**src/rtl/quad_decoder_multi_pkg.sv**
```systemverilog
`default_nettype none
// +----------------------------------------------------------------------------+
// | Module   : quad_decoder_multi_pkg                                          |
// | Brief    : Shared state encodings, resolution codes, step codes and the    |
// |            Gray-sequence decode helpers for the quadrature decoder.        |
// | Revision : 1.0  initial release                                            |
// +----------------------------------------------------------------------------+
package quad_decoder_multi_pkg;

   // {A,B} state encodings
   localparam logic [1:0] ST_00 = 2'b00;
   localparam logic [1:0] ST_01 = 2'b01;
   localparam logic [1:0] ST_11 = 2'b11;
   localparam logic [1:0] ST_10 = 2'b10;

   // Counting resolution selectors
   localparam int RES_X1 = 1;
   localparam int RES_X2 = 2;
   localparam int RES_X4 = 4;

   // Classification of one prev->cur transition
   typedef enum logic [1:0] {
      STEP_NONE = 2'd0,
      STEP_R    = 2'd1,
      STEP_L    = 2'd2,
      STEP_ERR  = 2'd3
   } step_e;

   // Right is 00->10->11->01->00, left is the reverse; a double change is illegal.
   function automatic step_e decode_step(input logic [1:0] prev, input logic [1:0] cur);
      step_e s;
      s = STEP_ERR;
      if (prev == cur) begin
         s = STEP_NONE;
      end else begin
         case (prev)
            ST_00:   if (cur == ST_10) s = STEP_R; else if (cur == ST_01) s = STEP_L;
            ST_10:   if (cur == ST_11) s = STEP_R; else if (cur == ST_00) s = STEP_L;
            ST_11:   if (cur == ST_01) s = STEP_R; else if (cur == ST_10) s = STEP_L;
            ST_01:   if (cur == ST_00) s = STEP_R; else if (cur == ST_11) s = STEP_L;
            default: s = STEP_ERR;
         endcase
      end
      return s;
   endfunction

   // Whether a valid step is counted at the chosen resolution (bit 1 is A).
   function automatic logic step_counts(input step_e s, input logic [1:0] prev,
                                        input logic [1:0] cur, input int res);
      logic valid;
      logic cnt;
      valid = (s == STEP_R) || (s == STEP_L);
      if (res == RES_X1)      cnt = valid && !prev[1] && cur[1];
      else if (res == RES_X2) cnt = valid && (prev[1] != cur[1]);
      else                    cnt = valid;
      return cnt;
   endfunction

endpackage
`default_nettype wire

```
**src/rtl/quad_decoder_multi_channel.sv**
```systemverilog
`default_nettype none
// +----------------------------------------------------------------------------+
// | Module   : quad_decoder_multi_channel                                      |
// | Brief    : One encoder channel: A/B glitch filter, Gray decode, signed     |
// |            wrapping position, sticky error, optional velocity accumulator |
// |            (enabled by QUAD_VELOCITY_EN).                                  |
// | Revision : 1.0  initial release                                            |
// +----------------------------------------------------------------------------+
module quad_decoder_multi_channel
   import quad_decoder_multi_pkg::*;
#(
   parameter int COUNT_W       = 16,
   parameter int FILTER_CYCLES = 4,
   parameter int RESOLUTION    = 1
) (
   input  logic               clk,
   input  logic               rst,
   input  logic               a_i,
   input  logic               b_i,
   input  logic               pos_clr_i,
   input  logic               err_clr_i,
`ifdef QUAD_VELOCITY_EN
   input  logic               win_end_i,
   output logic [COUNT_W-1:0] velocity_o,
`endif
   output logic               event_o,
   output logic               left_o,
   output logic [COUNT_W-1:0] position_o,
   output logic               err_o
);

   localparam logic [COUNT_W-1:0] c_one = COUNT_W'(1);

   logic [1:0] raw_ab;
   logic [1:0] filt_ab;

   assign raw_ab = {a_i, b_i};

   generate
      if (FILTER_CYCLES == 0) begin : g_bypass
         logic [1:0] filt_q;
         // Without filtering the inputs are simply registered once.
         always_ff @(posedge clk) begin
            if (rst) filt_q <= 2'b00;
            else     filt_q <= raw_ab;
         end
         assign filt_ab = filt_q;
      end else begin : g_filter
         localparam int CW = $clog2(FILTER_CYCLES + 1);
         for (genvar k = 0; k < 2; k++) begin : g_bit
            logic          bit_q;
            logic [CW-1:0] cnt_q;
            // Accept a new level only after it has differed for FILTER_CYCLES cycles.
            always_ff @(posedge clk) begin
               if (rst) begin
                  bit_q <= 1'b0;
                  cnt_q <= '0;
               end else if (raw_ab[k] == bit_q) begin
                  cnt_q <= '0;
               end else if (cnt_q == CW'(FILTER_CYCLES - 1)) begin
                  bit_q <= raw_ab[k];
                  cnt_q <= '0;
               end else begin
                  cnt_q <= cnt_q + CW'(1);
               end
            end
            assign filt_ab[k] = bit_q;
         end
      end
   endgenerate

   logic [1:0]         prev_q;
   logic               event_q, event_d;
   logic               left_q, left_d;
   logic [COUNT_W-1:0] pos_q, pos_d;
   logic               err_q, err_d;
   step_e              step;
   logic               counted;
   logic [COUNT_W-1:0] step_val;
`ifdef QUAD_VELOCITY_EN
   logic [COUNT_W-1:0] acc_q, acc_d;
   logic [COUNT_W-1:0] vel_q, vel_d;
`endif

   // Classify the filtered transition and derive next position, direction and error.
   always_comb begin
      step     = decode_step(prev_q, filt_ab);
      counted  = step_counts(step, prev_q, filt_ab, RESOLUTION);
      step_val = counted ? ((step == STEP_L) ? '1 : c_one) : '0;
      event_d  = counted;
      left_d   = counted ? (step == STEP_L) : left_q;
      pos_d    = pos_clr_i ? '0 : (pos_q + step_val);
      err_d    = (step == STEP_ERR) ? 1'b1 : (err_clr_i ? 1'b0 : err_q);
`ifdef QUAD_VELOCITY_EN
      if (win_end_i) begin
         vel_d = acc_q + step_val;
         acc_d = '0;
      end else begin
         vel_d = vel_q;
         acc_d = acc_q + step_val;
      end
`endif
   end

   // Channel state registers; prev follows the filtered inputs every cycle.
   always_ff @(posedge clk) begin
      if (rst) begin
         prev_q  <= ST_00;
         event_q <= 1'b0;
         left_q  <= 1'b0;
         pos_q   <= '0;
         err_q   <= 1'b0;
`ifdef QUAD_VELOCITY_EN
         acc_q   <= '0;
         vel_q   <= '0;
`endif
      end else begin
         prev_q  <= filt_ab;
         event_q <= event_d;
         left_q  <= left_d;
         pos_q   <= pos_d;
         err_q   <= err_d;
`ifdef QUAD_VELOCITY_EN
         acc_q   <= acc_d;
         vel_q   <= vel_d;
`endif
      end
   end

   assign event_o    = event_q;
   assign left_o     = left_q;
   assign position_o = pos_q;
   assign err_o      = err_q;
`ifdef QUAD_VELOCITY_EN
   assign velocity_o = vel_q;
`endif

endmodule
`default_nettype wire

```
**src/rtl/quad_decoder_multi.sv**
```systemverilog
`default_nettype none
// +----------------------------------------------------------------------------+
// | Module   : quad_decoder_multi                                              |
// | Brief    : Multi-channel quadrature decoder. Replicates one channel per    |
// |            encoder and, with QUAD_VELOCITY_EN defined, owns the shared     |
// |            velocity window counter. Without it velocity is tied to 0.     |
// | Revision : 1.0  initial release                                            |
// +----------------------------------------------------------------------------+
module quad_decoder_multi
   import quad_decoder_multi_pkg::*;
#(
   parameter int NUM_CH        = 2,
   parameter int COUNT_W       = 16,
   parameter int FILTER_CYCLES = 4,
   parameter int RESOLUTION    = 1,
   parameter int VEL_WINDOW    = 1024
) (
   input  logic                      clk,
   input  logic                      rst,
   input  logic [NUM_CH-1:0]         rotary_A,
   input  logic [NUM_CH-1:0]         rotary_B,
   input  logic [NUM_CH-1:0]         pos_clr,
   input  logic [NUM_CH-1:0]         err_clr,
   output logic [NUM_CH-1:0]         rotary_event,
   output logic [NUM_CH-1:0]         rotary_left,
   output logic [NUM_CH*COUNT_W-1:0] position,
   output logic [NUM_CH-1:0]         err,
   output logic [NUM_CH*COUNT_W-1:0] velocity
);

`ifdef QUAD_VELOCITY_EN
   localparam int WIN_W = (VEL_WINDOW > 1) ? $clog2(VEL_WINDOW) : 1;

   logic [WIN_W-1:0] win_cnt_q, win_cnt_d;
   logic             win_end;

   // Window end on the last cycle of each VEL_WINDOW period.
   always_comb begin
      win_end   = (win_cnt_q == WIN_W'(VEL_WINDOW - 1));
      win_cnt_d = win_end ? '0 : (win_cnt_q + WIN_W'(1));
   end

   // Shared free-running window counter.
   always_ff @(posedge clk) begin
      if (rst) win_cnt_q <= '0;
      else     win_cnt_q <= win_cnt_d;
   end
`else
   assign velocity = '0;
`endif

   generate
      for (genvar i = 0; i < NUM_CH; i++) begin : g_ch
         quad_decoder_multi_channel #(
            .COUNT_W       (COUNT_W),
            .FILTER_CYCLES (FILTER_CYCLES),
            .RESOLUTION    (RESOLUTION)
         ) u_channel (
            .clk        (clk),
            .rst        (rst),
            .a_i        (rotary_A[i]),
            .b_i        (rotary_B[i]),
            .pos_clr_i  (pos_clr[i]),
            .err_clr_i  (err_clr[i]),
`ifdef QUAD_VELOCITY_EN
            .win_end_i  (win_end),
            .velocity_o (velocity[i*COUNT_W +: COUNT_W]),
`endif
            .event_o    (rotary_event[i]),
            .left_o     (rotary_left[i]),
            .position_o (position[i*COUNT_W +: COUNT_W]),
            .err_o      (err[i])
         );
      end
   endgenerate

endmodule
`default_nettype wire

```
**config.mk**
```make
export PLATFORM = sky130hd
export DESIGN_NAME = quad_decoder_multi
export DESIGN_NICKNAME = d
export VERILOG_FILES = /design/src/rtl/quad_decoder_multi_pkg.sv /design/src/rtl/quad_decoder_multi_channel.sv /design/src/rtl/quad_decoder_multi.sv
export SDC_FILE = /design/constraint.sdc
export NUM_CORES = 1
export LEC_CHECK = 0
export ABC_AREA = 1
export BUFFER_PORTS_ARGS = -buffer_cell sky130_fd_sc_hd__buf_2
export CORE_MARGIN = 2
export CORE_UTILIZATION = 50
export DETAILED_ROUTE_END_ITERATION = 12
export PLACE_DENSITY = 0.76
export SLEW_MARGIN = 20
export SYNTH_ARGS = -nofsm -noshare
export SYNTH_HDL_FRONTEND = slang
export SYNTH_SLANG_ARGS = --single-unit
```
**constraint.sdc**
```tcl
create_clock -name clk -period 2.73 [get_ports clk]
set_input_delay 0.546 -clock clk [delete_from_list [all_inputs] [get_ports clk]]
set_output_delay 0.546 -clock clk [all_outputs]
set_load 0.05 [all_outputs]
```
# Word level (Yosys, flattened, before mapping)
# Cells that the tools add are included.
# Widths: inputs -> output; s select.
# word_totals
in_bits	10
regBits	58
word_cells	108
out_inout_bits	70
# op_classes
bitwise_logic	4
n_eq_ne	28
muxes	28
addsub	6
n_reduce_logical	24
# op_table
cell	n
$mux 16	4
$add 16x16->16	2
$eq 2x2->1 const B	12
$mux 2	10
$pmux 2 s4	2
$add 3x1->3 const B	4
$eq 2x1->1 const B	6
$eq 3x2->1 const B	4
$mux 1	12
$reduce_or 3->1	4
$logic_not 2->1	4
$reduce_and 2->1	4
$eq 1x1->1	4
$eq 2x2->1	2
$logic_and 1x1->1	4
$not 1->1	4
$reduce_bool 2->1	2
$reduce_or 2->1	2
$logic_not 1->1	2
$logic_or 1x1->1	2

# Logic depth before layout (Yosys ltp)
# depth
depth_word	11
depth_mapped	20
depth_no_buf	20

# Modules after synthesis
# A second synthesis with hierarchy kept.
# hier_totals
hier_cells	615
hier_area_um2	4022.6
# modules_own_cells
mod	instances	area_each_um2	cells_per_inst	seq_area_each_um2
quad_decoder_multi_channel	2	1889.3	291	580.6
quad_decoder_multi	1	244.0	33	0.0

# Worst setup path after synthesis
# Ideal clock, no wire load.
# synth_path
path_type	register -> register
start	register g_ch[1].u_channel.g_filter.g_bit[1].bit_q
end	register g_ch[1].u_channel.pos_q[12]
t_required_ps	2617
path_stages_with_launch	19
arrival_time_ps	2606
setup_time_ps	113
path_buffers	0
path_slack_ps	11
synth_period_minus_slack_ps	2719
path_cell_list	dfxtp_1 xor2_1 nor2_1 nor2_1 inv_1 ha_1 nor2_1 nand2_2 nor2_4 inv_2 fa_1 inv_1 nand3_1 nand3_1 nand3_1 nand3_1 nand2_1 nand2_1 nor2_1
# synth_between
elab_chain_cells	11
word_cells_on_any_way	23
classes_between	add/sub (1); eq/ne (6); mux (12); reduce/logical (4)
# synth_lines
element	line_no	source
from (decl)	quad_decoder_multi_channel.sv:51	logic bit_q;
from (signal assigned)	quad_decoder_multi_channel.sv:61	bit_q <= raw_ab[k];
$eq 2x2->1 (tied with other cells)	quad_decoder_multi_pkg.sv:38, quad_decoder_multi_pkg.sv:40	
$mux 1, on equally long branches	n/a	
$mux 2, on equally long branches	n/a	
$pmux 2 s4	quad_decoder_multi_pkg.sv:36	case (prev)
$mux 2	quad_decoder_multi_pkg.sv:33	if (prev == cur) begin
$eq 2x1->1 or $eq 2x2->1 (tied branches)	quad_decoder_multi_pkg.sv:52, quad_decoder_multi_channel.sv:89	
$logic_or 1x1->1	quad_decoder_multi_pkg.sv:52	valid = (s == STEP_R) || (s == STEP_L);
$logic_and 1x1->1 (2 in a row)	quad_decoder_multi_pkg.sv:53	if (res == RES_X1) cnt = valid && !prev[1] && cur[1];
$mux 16 (*)	quad_decoder_multi_channel.sv:89	step_val = counted ? ((step == STEP_L) ? '1 : c_one) : '0;
$add 16x16->16 (*)	quad_decoder_multi_channel.sv:92	pos_d = pos_clr_i ? '0 : (pos_q + step_val);
to (signal assigned)	quad_decoder_multi_channel.sv:121	pos_q <= pos_d;
to (decl)	quad_decoder_multi_channel.sv:75	logic [COUNT_W-1:0] pos_q, pos_d;
# Every way passes the cells marked *; elsewhere a longest branch is shown, timed or not.
# A chain may end at the register's enable or synchronous reset.

# Worst setup path after layout
# layout_path
start	register g_ch[0].u_channel.prev_q[1]
end	register g_ch[0].u_channel.pos_q[13]
# layout_between
elab_chain_cells	9
word_cells_on_any_way	16
classes_between	add/sub (1); eq/ne (6); mux (4); reduce/logical (5)
# layout_lines
element	line_no	source
from (decl)	quad_decoder_multi_channel.sv:72	logic [1:0] prev_q;
from (signal assigned)	quad_decoder_multi_channel.sv:118	prev_q <= filt_ab;
$eq 2x1->1 (tied with other cells)	quad_decoder_multi_pkg.sv:36	
$pmux 2 s4	quad_decoder_multi_pkg.sv:36	
$mux 2	quad_decoder_multi_pkg.sv:33	
$eq 2x1->1 or $eq 2x2->1 (tied branches)	quad_decoder_multi_pkg.sv:52, quad_decoder_multi_channel.sv:89	
$logic_or 1x1->1	quad_decoder_multi_pkg.sv:52	
$logic_and 1x1->1 (2 in a row)	quad_decoder_multi_pkg.sv:53	
$mux 16 (*)	quad_decoder_multi_channel.sv:89	
$add 16x16->16 (*)	quad_decoder_multi_channel.sv:92	
to (signal assigned)	quad_decoder_multi_channel.sv:121	
to (decl)	quad_decoder_multi_channel.sv:75	
# Marks and branches as above.

==> summary.txt <==
GRT
  • Initial antenna violation count: 0
  • GRT met2 Usage: 36.3%
  • Grt met3 use: 4.33%
  • Total global-route track usage: 19.7%
  • Most Crowded Layer GR: met2
  • Met1 GRT Util: between 20% and 30%
  • First-pass GRT wire length: 14100 um
  • Vias in the first global route: 3494
  • Congestion Overflow GR: 0
  • Largest net degree at the start of global routing: 18

Worst hold path
  • HP Start: g_ch[0].u_channel.g_filter.g_bit[0].cnt_q[0]
  • Hold path cells: 1
  • Hold Crit Class: flop to flop
  • Hold path endpoint: g_ch[0].u_channel.g_filter.g_bit[0].cnt_q[0]

Clocking
  • Clock sink total: 58
  • Clock Path Buffers: 2
  • Hold_buf cts: 0
  • CTS tree: done
  • Root Driver: clkbuf_8
  • Clock Pin Slew Worst Setup and Hold Paths: about 80 ps
  • Num CTS Buffers: 9
  • Clk Latency, worst-skew pair: around 340 ps
  • H-Tree Depth: 3

Drt
  • DR WL/cell: ~14 um
  • Vias per std cell: 5.03
  • Vias: 4069
  • DRC: 0
  • Post-Route WL: 11000 um
  • Iteration-0 DRC count of the detailed router: 130
  • Remaining antenna violation count after routing: 0
  • 1st-pass router iterations: 8

Worst setup path
  • Required @ worst endpoint: 3000 ps
  • R2R Path End: g_ch[0].u_channel.position_o[13]
  • Crit Path Max Fanout: 6
  • CP Capture Type: flop
  • Worst Reg2Reg Path Length in Cells: 19
  • Worst path bufs/invs: 4
  • Slowest stage cell on the critical path: dfxtp_4
  • CP Launch Point: g_ch[0].u_channel.prev_q[1]
  • CP top delay family: simple AND/OR/NAND/NOR gates
  • R2R Path Start: g_ch[0].u_channel.prev_q[1]
  • CP startpoint kind: flop
  • Worst EP arrival: 3110 ps
  • Kind of critical path: flop to flop
  • R2r setup slk: -110 ps
  • Max incr delay on CP: 360 ps
  • CP cell instances: inv_4 > o22ai_2 > a211oi_2 > nor2_1 > inv_1 > ha_4 > nor2_4 > nand2_4 > nor2_4 > buf_8 > ha_4 > nand2_2 > inv_1 > nand2_1 > nor3_2 > nand2_2 > nand3_2 > nand2_1 > nor2_1
  • Critical Path Stages: 19

Power and ir drop
  • Peak supply drop: 0.241 mV
  • Leak: 2.89 nW
  • Psw: 0.511 mW
  • Pwr Total: 1.84 mW
  • Clk network pwr share: 43.8%
  • Power per Cell Area: ~330 nW/um^2
  • P_int: 1.33 mW
  • Flop pwr share: a little under half
  • Sw Share: 27.8%
  • Logic pwr share: under 10%

Cells and area
  • Most frequent cells in the layout: inv_1, nand2_1, nor2_1, nand2_2, dfxtp_1
  • Commonest non-fill, non-tap cell in the layout: inv_1
  • Fill count: 563
  • Design Area, Final: 5580 um^2
  • Layout cells sized above 1: approximately two fifths
  • Layout Area Growth over Synthesis: 37.8%
  • Non-Filler Instances: 809
  • Nets@finish: 756
  • Antenna Cells: 0

Floorplanning
  • Initial Util: about 52%
  • Die width: 94.0 um
  • Rows: 32
  • Chip height: 94.0 um
  • Core area: 7770 um^2
  • Die Area: 8830 um^2
  • I/O pin count: 80

Job
  • Max-Cap Viols: 0

Place
  • Placed cell count: between 700 and 800
  • GP Congestion: 0.921
  • Port buffer count: 47
  • HPWL Detailed: roughly 6500 um
  • Area after DPL: 4350 um^2

Yosys
  • FF+latch count, synth: 58
  • Main synth FF type: dfxtp_1
  • Post-Syn Area: 4050 um^2
  • Mapped Avg Cell Area: 6.52 um^2
  • Seq/Total Area, Yosys: 28.7%
  • Ys Warns: 0
  • Yosys cell types: 29
  • EDFF count, synth: 0
  • Post-synth ARST share: 0%
  • Mapped Cells: 621

STA
  • Final setup vio count: 16
  • WHS: 424 ps
  • RSZ-0062 raised after global routing: true
  • Relative slew slack: 55.8%
  • Max Fclk: approximately 0.35 GHz
  • Fin. Hold Viols: 0
  • Final worst-path cycle share: 104%
  • Worst-Margin Slew: between 600 and 700 ps
  • Clock skew: 9.98 ps
  • Post-route setup slack: -113 ps
  • Minimum clock period: 2840 ps
  • Final slew viol count: 0

Run status
  • Failing checks: setup timing
  • Status: complete, but fails checks
cell families (layout without fill, tap and decap cells):
family,Yosys count,after routing,share of synthesized area [%]
AO/OA/AOI/OAI,68,68,8.75
XOR/XNOR,5,5,1.08
adder cells (fa/ha/maj),44,44,14.0
buffers and inverters,167,222,19.5
flip-flops,58,58,28.7
other,1,32,0.0926
AND/OR/NAND/NOR,278,278,27.9
per-layer routing:
| metal | vias up | wire length, um |
|---|---|---|
| li1 | 1998 | - |
| met1 | 1872 | 4110 |
| met2 | 154 | 5970 |
| met3 | 45 | 516 |
| met4 | 0 | 402 |
| met5 | - | 0 |
area by class of cell:
class | instances | area [um^2] | area share [%]
Tap cell | 102 | 128 | 2.29
Multi-Input combinational cell | 427 | 3040 | 54.6
Sequential cell | 58 | 1190 | 21.3
Inverter | 124 | 468 | 8.39
Clock inverter | 5 | 53.8 | 0.965
Clock buffer | 11 | 141 | 2.53
Timing Repair Buffer | 82 | 558 | 10.0
synth_stat cells (all sizes together) (2+ instances only):
| cell | instances | share of area (%) |
|---|---|---|
| a21oi | 47 | 5.8 |
| nor2 | 77 | 7.6 |
| or2 | 2 | 0.31 |
| nand3 | 20 | 2.6 |
| nand2 | 168 | 16 |
| o211ai | 4 | 0.74 |
| inv | 124 | 11 |
| o21ai | 15 | 1.9 |
| dfxtp | 58 | 29 |
| xor2 | 4 | 0.87 |
| ha | 42 | 13 |
| nand4 | 2 | 0.31 |
| fa | 2 | 0.99 |
| buf | 42 | 7.6 |
| nand3b | 2 | 0.37 |
| nor3 | 6 | 0.74 |
registers in the layout (all words and copies together) (netlist names):
signal	cells
g_ch.u_channel.err_o	2
g_ch.u_channel.g_filter.g_bit.cnt_q	12
g_ch.u_channel.event_o	2
g_ch.u_channel.position_o	32
g_ch.u_channel.g_filter.g_bit.bit_q	4
g_ch.u_channel.prev_q	4
g_ch.u_channel.left_o	2
power groups by stage:
stage | registers (mW) | logic, mW | clock network, mW
3_3_place_gp | 0.878 | 0.155 | 0
6_report | 0.855 | 0.178 | 0.805
2_1_floorplan | 0.877 | 0.175 | 0
5_1_grt | 0.856 | 0.191 | 0.849
3_5_place_dp | 0.879 | 0.158 | 0
4_1_cts | 0.860 | 0.159 | 0.810
per-stage QoR:
stage | setup WS [ps] | setup TNS, ps | utilization [%]
2_1_floorplan | 10.8 | 0 | -
3_3_place_gp | 7.26 | 0 | 56.0
3_5_place_dp | -145 | -985 | 56.0
4_1_cts | -47.4 | -168 | 59.7
5_1_grt | -245 | -4020 | 71.8
6_report | -113 | -795 | 71.8
worst max path at each step:
| stage | end | slack (ps) |
|---|---|---|
| after floorplan | g_ch[1].u_channel.position_o[12] | 10 |
| after global placement | g_ch[0].u_channel.position_o[12] | 7 |
| after detailed placement | g_ch[0].u_channel.position_o[12] | -150 |
| after CTS | g_ch[0].u_channel.position_o[14] | -50 |
| after global routing | g_ch[0].u_channel.position_o[13] | -250 |
| final | g_ch[0].u_channel.position_o[13] | -110 |
repair_timing:
item,CTS,global route
pin swaps,4,72
resized for setup,22,191
setup endpoints to repair,18,26
setup buffers,0,16
cloned,0,1
No activity file was read; power rests on OpenSTA's default activity.
